===== src/rtl/fetch_unit.sv =====
// -----------------------------------------------------------------------------
// fetch_unit -- instruction-fetch front end and PC controller for the pipelined
// Beta CPU.
//
// Issues one instruction-memory request at a time at the PC's current address,
// buffers returned words for decode, and advances the PC by strobing its clock
// enable. Execute-stage branch/jump resolutions are turned into the PC's
// pcsel/pc_in/offset/address controls, and wrong-path work is flushed.
//
// Optional build macro: FETCH_STATS_EN adds stat_fetched/stat_flushed counters.
//
// Ports:
//   clk, rst        clock, asynchronous active-low reset
//   clk_en          global enable; low only blocks issuing new fetches
//   pc_cur, pc_nxt  PC current / next address
//   pc_clk_en, pcsel, pc_in, pc_offset, pc_address
//                   combinational PC controls (pcsel: 00 NORMAL, 01 BEQ,
//                   10 JMP, 11 BNE)
//   imem_req, imem_addr          registered memory request
//   imem_ack, imem_rdata         memory response (1-cycle ack pulse)
//   ir_valid, ir_data, ir_pc     instruction buffer head
//   ir_ready                     decode accepts head
//   br_valid, br_type, br_pc, br_offset, br_reg_val, br_target
//                                execute-stage branch resolution
//   stat_fetched, stat_flushed   (FETCH_STATS_EN only) event counters
// -----------------------------------------------------------------------------
module fetch_unit #(
  parameter int DEPTH = 2
) (
  input  logic        clk,
  input  logic        rst,
  input  logic        clk_en,
  input  logic [31:0] pc_cur,
  input  logic [31:0] pc_nxt,
  output logic        pc_clk_en,
  output logic [1:0]  pcsel,
  output logic [31:0] pc_in,
  output logic [15:0] pc_offset,
  output logic [31:0] pc_address,
  output logic        imem_req,
  output logic [31:0] imem_addr,
  input  logic        imem_ack,
  input  logic [31:0] imem_rdata,
  output logic        ir_valid,
  output logic [31:0] ir_data,
  output logic [31:0] ir_pc,
  input  logic        ir_ready,
  input  logic        br_valid,
  input  logic [1:0]  br_type,
  input  logic [31:0] br_pc,
  input  logic [15:0] br_offset,
  input  logic [31:0] br_reg_val,
  input  logic [31:0] br_target
`ifdef FETCH_STATS_EN
  ,
  output logic [31:0] stat_fetched,
  output logic [31:0] stat_flushed
`endif
);

  localparam int PW = $clog2(DEPTH);
  localparam int CW = PW + 1;
  localparam logic [CW-1:0] DEPTH_C = CW'(DEPTH);

  localparam logic [1:0] S_IDLE  = 2'd0;
  localparam logic [1:0] S_REQ   = 2'd1;
  localparam logic [1:0] S_FLUSH = 2'd2;

  localparam logic [1:0] SEL_NORMAL = 2'b00;
  localparam logic [1:0] SEL_BEQ    = 2'b01;
  localparam logic [1:0] SEL_JMP    = 2'b10;
  localparam logic [1:0] SEL_BNE    = 2'b11;

  logic [1:0]    state;
  logic [PW-1:0] wr_ptr, rd_ptr;
  logic [CW-1:0] count;
  logic [31:0]   data_q [DEPTH];
  logic [31:0]   pc_q   [DEPTH];

  logic taken, push, pop;

  assign taken = br_valid & ((br_type == SEL_JMP) |
                             ((br_type == SEL_BEQ) & (br_reg_val == 32'd0)) |
                             ((br_type == SEL_BNE) & (br_reg_val != 32'd0)));

  // A response is kept only when it answers a live request and no redirect
  // arrives in the same cycle; late acks in IDLE never match S_REQ.
  assign push = (state == S_REQ) & imem_ack & ~taken;
  assign pop  = ir_valid & ir_ready;

  assign ir_valid = (count != '0);
  assign ir_data  = ir_valid ? data_q[rd_ptr] : 32'd0;
  assign ir_pc    = ir_valid ? pc_q[rd_ptr]   : 32'd0;

  // PC controls. Held at zero during reset so the PC sees no stray strobe.
  always_comb begin
    // NOTE: every output gets a default first so no path leaves one unassigned
    // and no latch is inferred.
    pc_clk_en  = 1'b0;
    pcsel      = SEL_NORMAL;
    pc_in      = rst ? pc_nxt : 32'd0;
    pc_offset  = 16'd0;
    pc_address = 32'd0;
    if (rst) begin
      if (taken) begin
        // The PC subtracts 4 internally, so br_pc+8 lands on br_pc+4+4*offset.
        pc_clk_en  = 1'b1;
        pcsel      = br_type;
        pc_in      = br_pc + 32'd8;
        pc_offset  = br_offset;
        pc_address = (br_type == SEL_JMP) ? br_target : br_reg_val;
      end else if (push) begin
        pc_clk_en = 1'b1;
      end
    end
  end

  // Request FSM.
  always_ff @(posedge clk or negedge rst) begin
    if (!rst) begin
      state     <= S_IDLE;
      imem_req  <= 1'b0;
      imem_addr <= 32'd0;
    end else begin
      // NOTE: sequential state uses non-blocking assignments so every register
      // samples pre-edge values regardless of statement order.
      case (state)
        S_IDLE: begin
          if (clk_en && (count < DEPTH_C) && !taken) begin
            imem_req  <= 1'b1;
            imem_addr <= pc_cur;
            state     <= S_REQ;
          end
        end
        S_REQ: begin
          if (imem_ack) begin
            imem_req <= 1'b0;
            state    <= S_IDLE;
          end else if (taken) begin
            state <= S_FLUSH;
          end
        end
        S_FLUSH: begin
          // The wrong-path response still has to drain before a new request.
          if (imem_ack) begin
            imem_req <= 1'b0;
            state    <= S_IDLE;
          end
        end
        default: begin
          imem_req <= 1'b0;
          state    <= S_IDLE;
        end
      endcase
    end
  end

  // Buffer pointers and occupancy; a flush overrides any same-cycle pop.
  always_ff @(posedge clk or negedge rst) begin
    if (!rst) begin
      wr_ptr <= '0;
      rd_ptr <= '0;
      count  <= '0;
    end else if (taken) begin
      wr_ptr <= '0;
      rd_ptr <= '0;
      count  <= '0;
    end else begin
      if (push) wr_ptr <= wr_ptr + PW'(1);
      if (pop)  rd_ptr <= rd_ptr + PW'(1);
      count <= count + CW'(push) - CW'(pop);
    end
  end

  // NOTE: buffer storage is not reset; count gates every read, so its
  // contents are don't-care until written.
  always_ff @(posedge clk) begin
    if (push) begin
      data_q[wr_ptr] <= imem_rdata;
      pc_q[wr_ptr]   <= imem_addr;
    end
  end

`ifdef FETCH_STATS_EN
  logic drop;
  assign drop = imem_ack & (((state == S_REQ) & taken) | (state == S_FLUSH));

  always_ff @(posedge clk or negedge rst) begin
    if (!rst) begin
      stat_fetched <= 32'd0;
      stat_flushed <= 32'd0;
    end else begin
      stat_fetched <= stat_fetched + 32'(push);
      stat_flushed <= stat_flushed + 32'(drop) + (taken ? 32'(count) : 32'd0);
    end
  end
`endif

endmodule


===== config.mk =====
export PLATFORM = sky130hd
export DESIGN_NAME = fetch_unit
export DESIGN_NICKNAME = d
export VERILOG_FILES = /design/src/rtl/fetch_unit.sv
export SDC_FILE = /design/constraint.sdc
export NUM_CORES = 1
export LEC_CHECK = 0
export ABC_AREA = 1
export CAP_MARGIN = 20
export CORE_AREA = 3 3 154 156
export CTS_BUF_LIST = sky130_fd_sc_hd__clkbuf_8
export DETAILED_ROUTE_END_ITERATION = 7
export DIE_AREA = 0 0 157 159
export PLACE_DENSITY = 0.81
export REMOVE_ABC_BUFFERS = 1
export SKIP_CTS_REPAIR_TIMING = 1
export SLEW_MARGIN = 20
export SYNTH_ARGS = -nofsm -noshare
export SYNTH_HDL_FRONTEND = slang
export SYNTH_SLANG_ARGS = --single-unit

===== constraint.sdc =====
create_clock -name clk -period 5.85 [get_ports clk]
set_input_delay 0.8775 -clock clk [delete_from_list [all_inputs] [get_ports clk]]
set_output_delay 0.8775 -clock clk [all_outputs]
set_load 0.01 [all_outputs]

### Yosys cells after proc, flatten, opt, wreduce, memory -nomap -nowiden

Memories as Yosys holds them, arrays and structs flattened.
Index checks and enable logic that the tools add are counted.

* input port bits: 216
* logic and storage cells: 74
* flip-flop bits (word level): 39
* output and inout bits: 181
* memory bits (writable): 128
* memories kept: 2

* muxes and demuxes: 29
* order comparisons: 1
* bitwise operators: 9
* reductions and logical operators: 13
* equal/unequal tests: 9
* $add $sub $neg: 5

Memories
* data_q: depth 2, bits a word 32, rd ports 1, clocked after Yosys merged registers in 0, wr ports 1, RTL line 77 `logic [31:0] data_q [DEPTH];`
* pc_q: depth 2, bits a word 32, rd ports 1, clocked after Yosys merged registers in 0, wr ports 1, RTL line 78 `logic [31:0] pc_q [DEPTH];`

Operators by type and width (number)
* 2-to-1 mux 32 bit: 8
* adder 32 x 4 -> 32 bit, second input constant: 1
* logical NOT 32 bit: 1
* 2-to-1 mux 16 bit: 2
* nonzero test 32 bit: 1
* 2-to-1 mux 2 bit: 7
* 2-to-1 mux 1 bit: 10
* AND 1 bit: 6
* == test 2 bit, second input constant: 3
* one-hot mux 2 bit (3 select lines): 1
* nonzero test 2 bit: 3
* == test 2 x 1 -> 1 bit, second input constant: 2
* inequality test 2 bit, second input constant: 2
* AND reduction 2 bit: 2
* inequality test 3 bit, second input constant: 1
* AND reduction 3 bit: 1
* adder 1 bit, second input constant: 2
* adder 2 x 1 -> 2 bit: 1
* logical AND 1 bit: 2
* logical NOT 2 bit: 1
* less-than comparator 2 bit, second input constant: 1
* inequality test 2 x 1 -> 1 bit, second input constant: 1
* OR 1 bit: 2
* one-hot mux 1 bit (2 select lines): 1
* other kinds (4): 4

### Depth between registers and ports, before layout

* depth after elaboration: 10
* gate-level depth with buffers: 16
* depth with buffers taken out: 15

### Least setup slack after synthesis

Ideal clock, no wire load.

* kind: input to register
* start: input port br_reg_val[25]
* end: memory data_q[0][0], enable pin
* arrival time: 4471 ps
* required time: 5364 ps
* path buffers: 1
* stages: 10
* setup slack: 893 ps
* cells stage by stage: nor2_1 -> nand2_1 -> nor2_1 -> nand2_1 -> nor2_1 -> nand3_1 -> nand3_2 -> buf_4 -> nand3_1 -> nor2_1

* word-level cells in the longest chain between the ends: 9
* elaborated cells on any way between the ends: 11
* classes of those cells: 2 x mux; 7 x bitwise; 2 x reduce/logical

Ends and longest elaborated chain
* start: declaration: RTL line 52 `input logic [31:0] br_reg_val,`
* logical NOT 32 bit: RTL line 83 `((br_type == SEL_BEQ) & (br_reg_val == 32'd0)) |`
* AND 1 bit: RTL line 83
* OR 1 bit: RTL line 82 `assign taken = br_valid & ((br_type == SEL_JMP) |`
* OR 1 bit *: RTL line 83
* AND 1 bit *: RTL line 82
* NOT 1 bit *: RTL line 88 `assign push = (state == S_REQ) & imem_ack & ~taken;`
* AND 1 bit *: RTL line 88
* 2-to-1 mux 1 bit *: RTL line 178 `if (push) begin`
* 2-to-1 mux 1 bit (implied by the code) *: RTL line 179 `data_q[wr_ptr] <= imem_rdata;`
* end: declaration: RTL line 77

Every way passes the cells marked *; elsewhere a longest branch is shown, timed or not.

### Final worst setup path

* start: input port br_reg_val[29]
* end: output port pc_address[18]

* word-level cells in the longest chain between the ends: 7
* elaborated cells on any way between the ends: 9
* classes of those cells: 2 x mux; 5 x bitwise; 2 x reduce/logical

Ends and longest elaborated chain
* logical NOT 32 bit: RTL line 83
* AND 1 bit: RTL line 83
* OR 1 bit: RTL line 82
* OR 1 bit *: RTL line 83
* AND 1 bit *: RTL line 82
* 2-to-1 mux 32 bit *: RTL line 105 `if (taken) begin`
* 2-to-1 mux 32 bit *: RTL line 104 `if (rst) begin`
* end: declaration: RTL line 39 `output logic [31:0] pc_address,`

Marked as above.

==> metrics <==
highest clock frequency the design can meet=218 MHz; flip-flop and latch area=4820 µm²; fin crit period=4.59 ns; endpoint of the worst register-to-register path=count[1]; number of buffers created by CTS=17; number of placed instances with taps included=1604; maximum number of pins on one net before global-route repair=70; clock share of power=18.4%; clk sink count=167; number of different library cells in the post-synthesis netlist=33; TritonRoute pass-1 iters=7; count of cells along the worst hold path=2; unrepaired setup endpoints after global routing=no; Total Routing Usage GR=23.9%; final standard cell area without fillers=13000 µm²; number of fill cells=2014; power share of the sequential group=36.7%; dpl hpwl=22.8 mm; signal arrival time at the worst endpoint=3.71 ns; gp weighted congestion=0.926; max-slew violations=0; number of top-level pins=397; total chip power=4.65 mW; Area growth, synth to finish=54.5%; final-layout setup total negative slack=0 ns; via count of the first global-routing pass=8109; average detailed-routed wire length per instance=18.6 µm; fraction of final layout cells with drive strength greater than 1=4.66%; highest net fanout along the worst path=36; worst path required time=4.97 ns; Slew HR=32.1%; result of the run=completed; clock insertion delay at the later pin of the skew report=0.46 ns; register-to-register setup slack=3.59 ns; Sw Ratio=36.8%; ratio of routed vias to standard cells=5.03; Post-Syn Area=8420 µm²; post-synth top area share=45.6%; startpoint of the most critical hold path=imem_req; height of the chip=159 µm; count of buffers from port buffering=396; vias after detailed routing=8252; clock transition at the registers of the reported paths=0.09 ns; filler-free cell count of the finished design=1639; switching power total=1.71 mW; Synthesis Warnings=0; portion of total power attributed to combinational logic=44.9%; Total Routed Length=30.5 mm; detailed-route wire length on metal 1=11.5 mm; number of storage elements in the synthesis netlist=167; Leak Pwr=5.09 nW; final net count=1560; CTS tree=done; root buffer cell=clkbuf_8; post-route setup slack=1.26 ns; commonest non-fill, non-tap cell in the layout=clkdlybuf4s50_1; number of antenna violations at the first check in global routing=4; global-route wire length before repair=46.0 mm; number of maximum-capacitance violations=0; number of nets with antenna violations after routing=0; Least-Margin Pin Slew=1.02 ns; Die X=157 µm; sum of overflow across all layers after global routing=0; Internal Power=2.94 mW; Top Metal Used=met4; DRC violation count after routing=0; Met3 Routed Length=2.69 mm; count of routing violations after the opening detailed-route iteration=509; sequential fraction of the synthesis area=57.2%; Yosys top cell by area=edfxtp_1; PwrDens=358 nW/µm²; Std-Cell Core Area=22500 µm²; cells taking the most area after synthesis=edfxtp_1 (46%), nand2_1 (15%), dfrtp_1 (12%); pre-CTS setup slack=1.24 ns; number of hold-slack violations in the final timing report=0; synthesized netlist cell count=966; Area after DPL=12600 µm²; FF-to-FF path depth=8; commonest non-fill, non-tap cells in the layout=clkdlybuf4s50_1 (395), nand2_1 (340), edfxtp_1 (128), a21oi_1 (103), nor2_1 (99); startpoint type of the worst setup path=input pin; number of H-tree branching levels=4; area taken by multi-input logic gates=3150 µm²; length of routed met2 wiring=15.8 mm; Tcrit/Tclk final=78.5%; number of rows in the core area=55; worst supply voltage drop on vdd=0.195 mV; mean instance size in the synthesized netlist=8.72 µm²; clock skew=0.0139 ns; initial cell density of the core=37.4%; endpoint class of the critical path=output port; category of the critical setup timing path=in2out; Min-Delay Endpoint=imem_req; startpoint of the lowest-slack register-to-register path=count[1]; maximum root-to-sink buffer count=2; class of the most critical hold timing path=reg2reg; area of the die=25000 µm²; Final setup viols=0
-- how the worst max path moves through the flow --
stage,to,from
global placement,pc_address[18],br_reg_val[31]
floorplan,data_q[0][0],br_reg_val[25]
CTS,pc_in[12],br_reg_val[29]
finish,pc_address[18],br_reg_val[29]
global route,pc_in[8],br_reg_val[29]
detailed placement,pc_in[12],br_reg_val[29]
-- state kept, by name, summed over array words and instances, names as in the netlist --
signal / flops
data_q: 64
pc_q: 64
imem_addr: 32
count: 2
state: 2
imem_req: 1
rd_ptr: 1
wr_ptr: 1
-- kinds of logic (layout without fill, tap and decap cells) --
| family | count (synthesis) | after routing | synth area share (%) |
|---|---|---|---|
| compound gates | 144 | 144 | 8.68 |
| xor+xnor | 25 | 25 | 2.60 |
| fa+ha+maj | 6 | 6 | 0.891 |
| buf+inv | 106 | 491 | 5.68 |
| flops | 167 | 167 | 57.2 |
| other cells | 0 | 3 | 0 |
| simple gates | 518 | 518 | 24.9 |
-- metal layers --
layer / track usage (%) / up-vias
li1: - / 3931
met3: 6.82 / 44
met1: 27.7 / 3888
met4: 6.65 / 0
met5: 0 / -
met2: 42.6 / 389
-- per-stage QoR --
step | util [%] | hold WS, ns
floorplan | - | 0.467
global placement | 55.9 | 0.460
detailed placement | 55.9 | 0.465
CTS | 57.8 | 0.500
global route | 57.8 | 0.524
finish | 57.8 | 0.493
-- worst max-delay path, stage by stage --
cell	delay, ns
clkdlybuf4s50_1	0.43
nor2_1	0.20
nand2_1	0.07
nor2_1	0.11
nand2_1	0.07
nor2_1	0.09
nand3_1	0.08
nand3_2	0.11
buf_4	0.35
nor2_1	0.11
inv_2	0.52
a21oi_1	0.13
clkdlybuf4s50_1	0.55
-- synthesized netlist by cell type (all sizes together) --
master / n
buf: 25
nor4: 3
nor3b: 1
inv: 53
clkbuf: 27
nand3: 47
o21ai: 38
a21oi: 105
ha: 6
edfxtp: 128
xor2: 16
nand2: 343
nor3: 7
nor2: 107
or2: 2
nand4: 8
o21bai: 1
xnor2: 9
clkinv: 1
dfrtp: 39
-- power by group through the flow --
| stage | clock (mW) | combinational [mW] | sequential, mW |
|---|---|---|---|
| finish | 0.857 | 2.09 | 1.71 |
| detailed placement | 0 | 2.11 | 1.74 |
| global route | 0.928 | 2.26 | 1.74 |
| CTS | 0.877 | 2.12 | 1.71 |
| floorplan | 0 | 0.793 | 1.79 |
| global placement | 0 | 2.08 | 1.72 |
-- final cells by class --
cell class,instances,area share [%]
antenna,3,0.0577
timing repair buffer,405,31.2
clock inverter,15,1.39
multi-input combinational,693,24.2
clock buffer,17,1.80
inverter,54,1.58
sequential,167,37.1
tap,285,2.74
No activity file was read; power rests on OpenSTA's default activity.
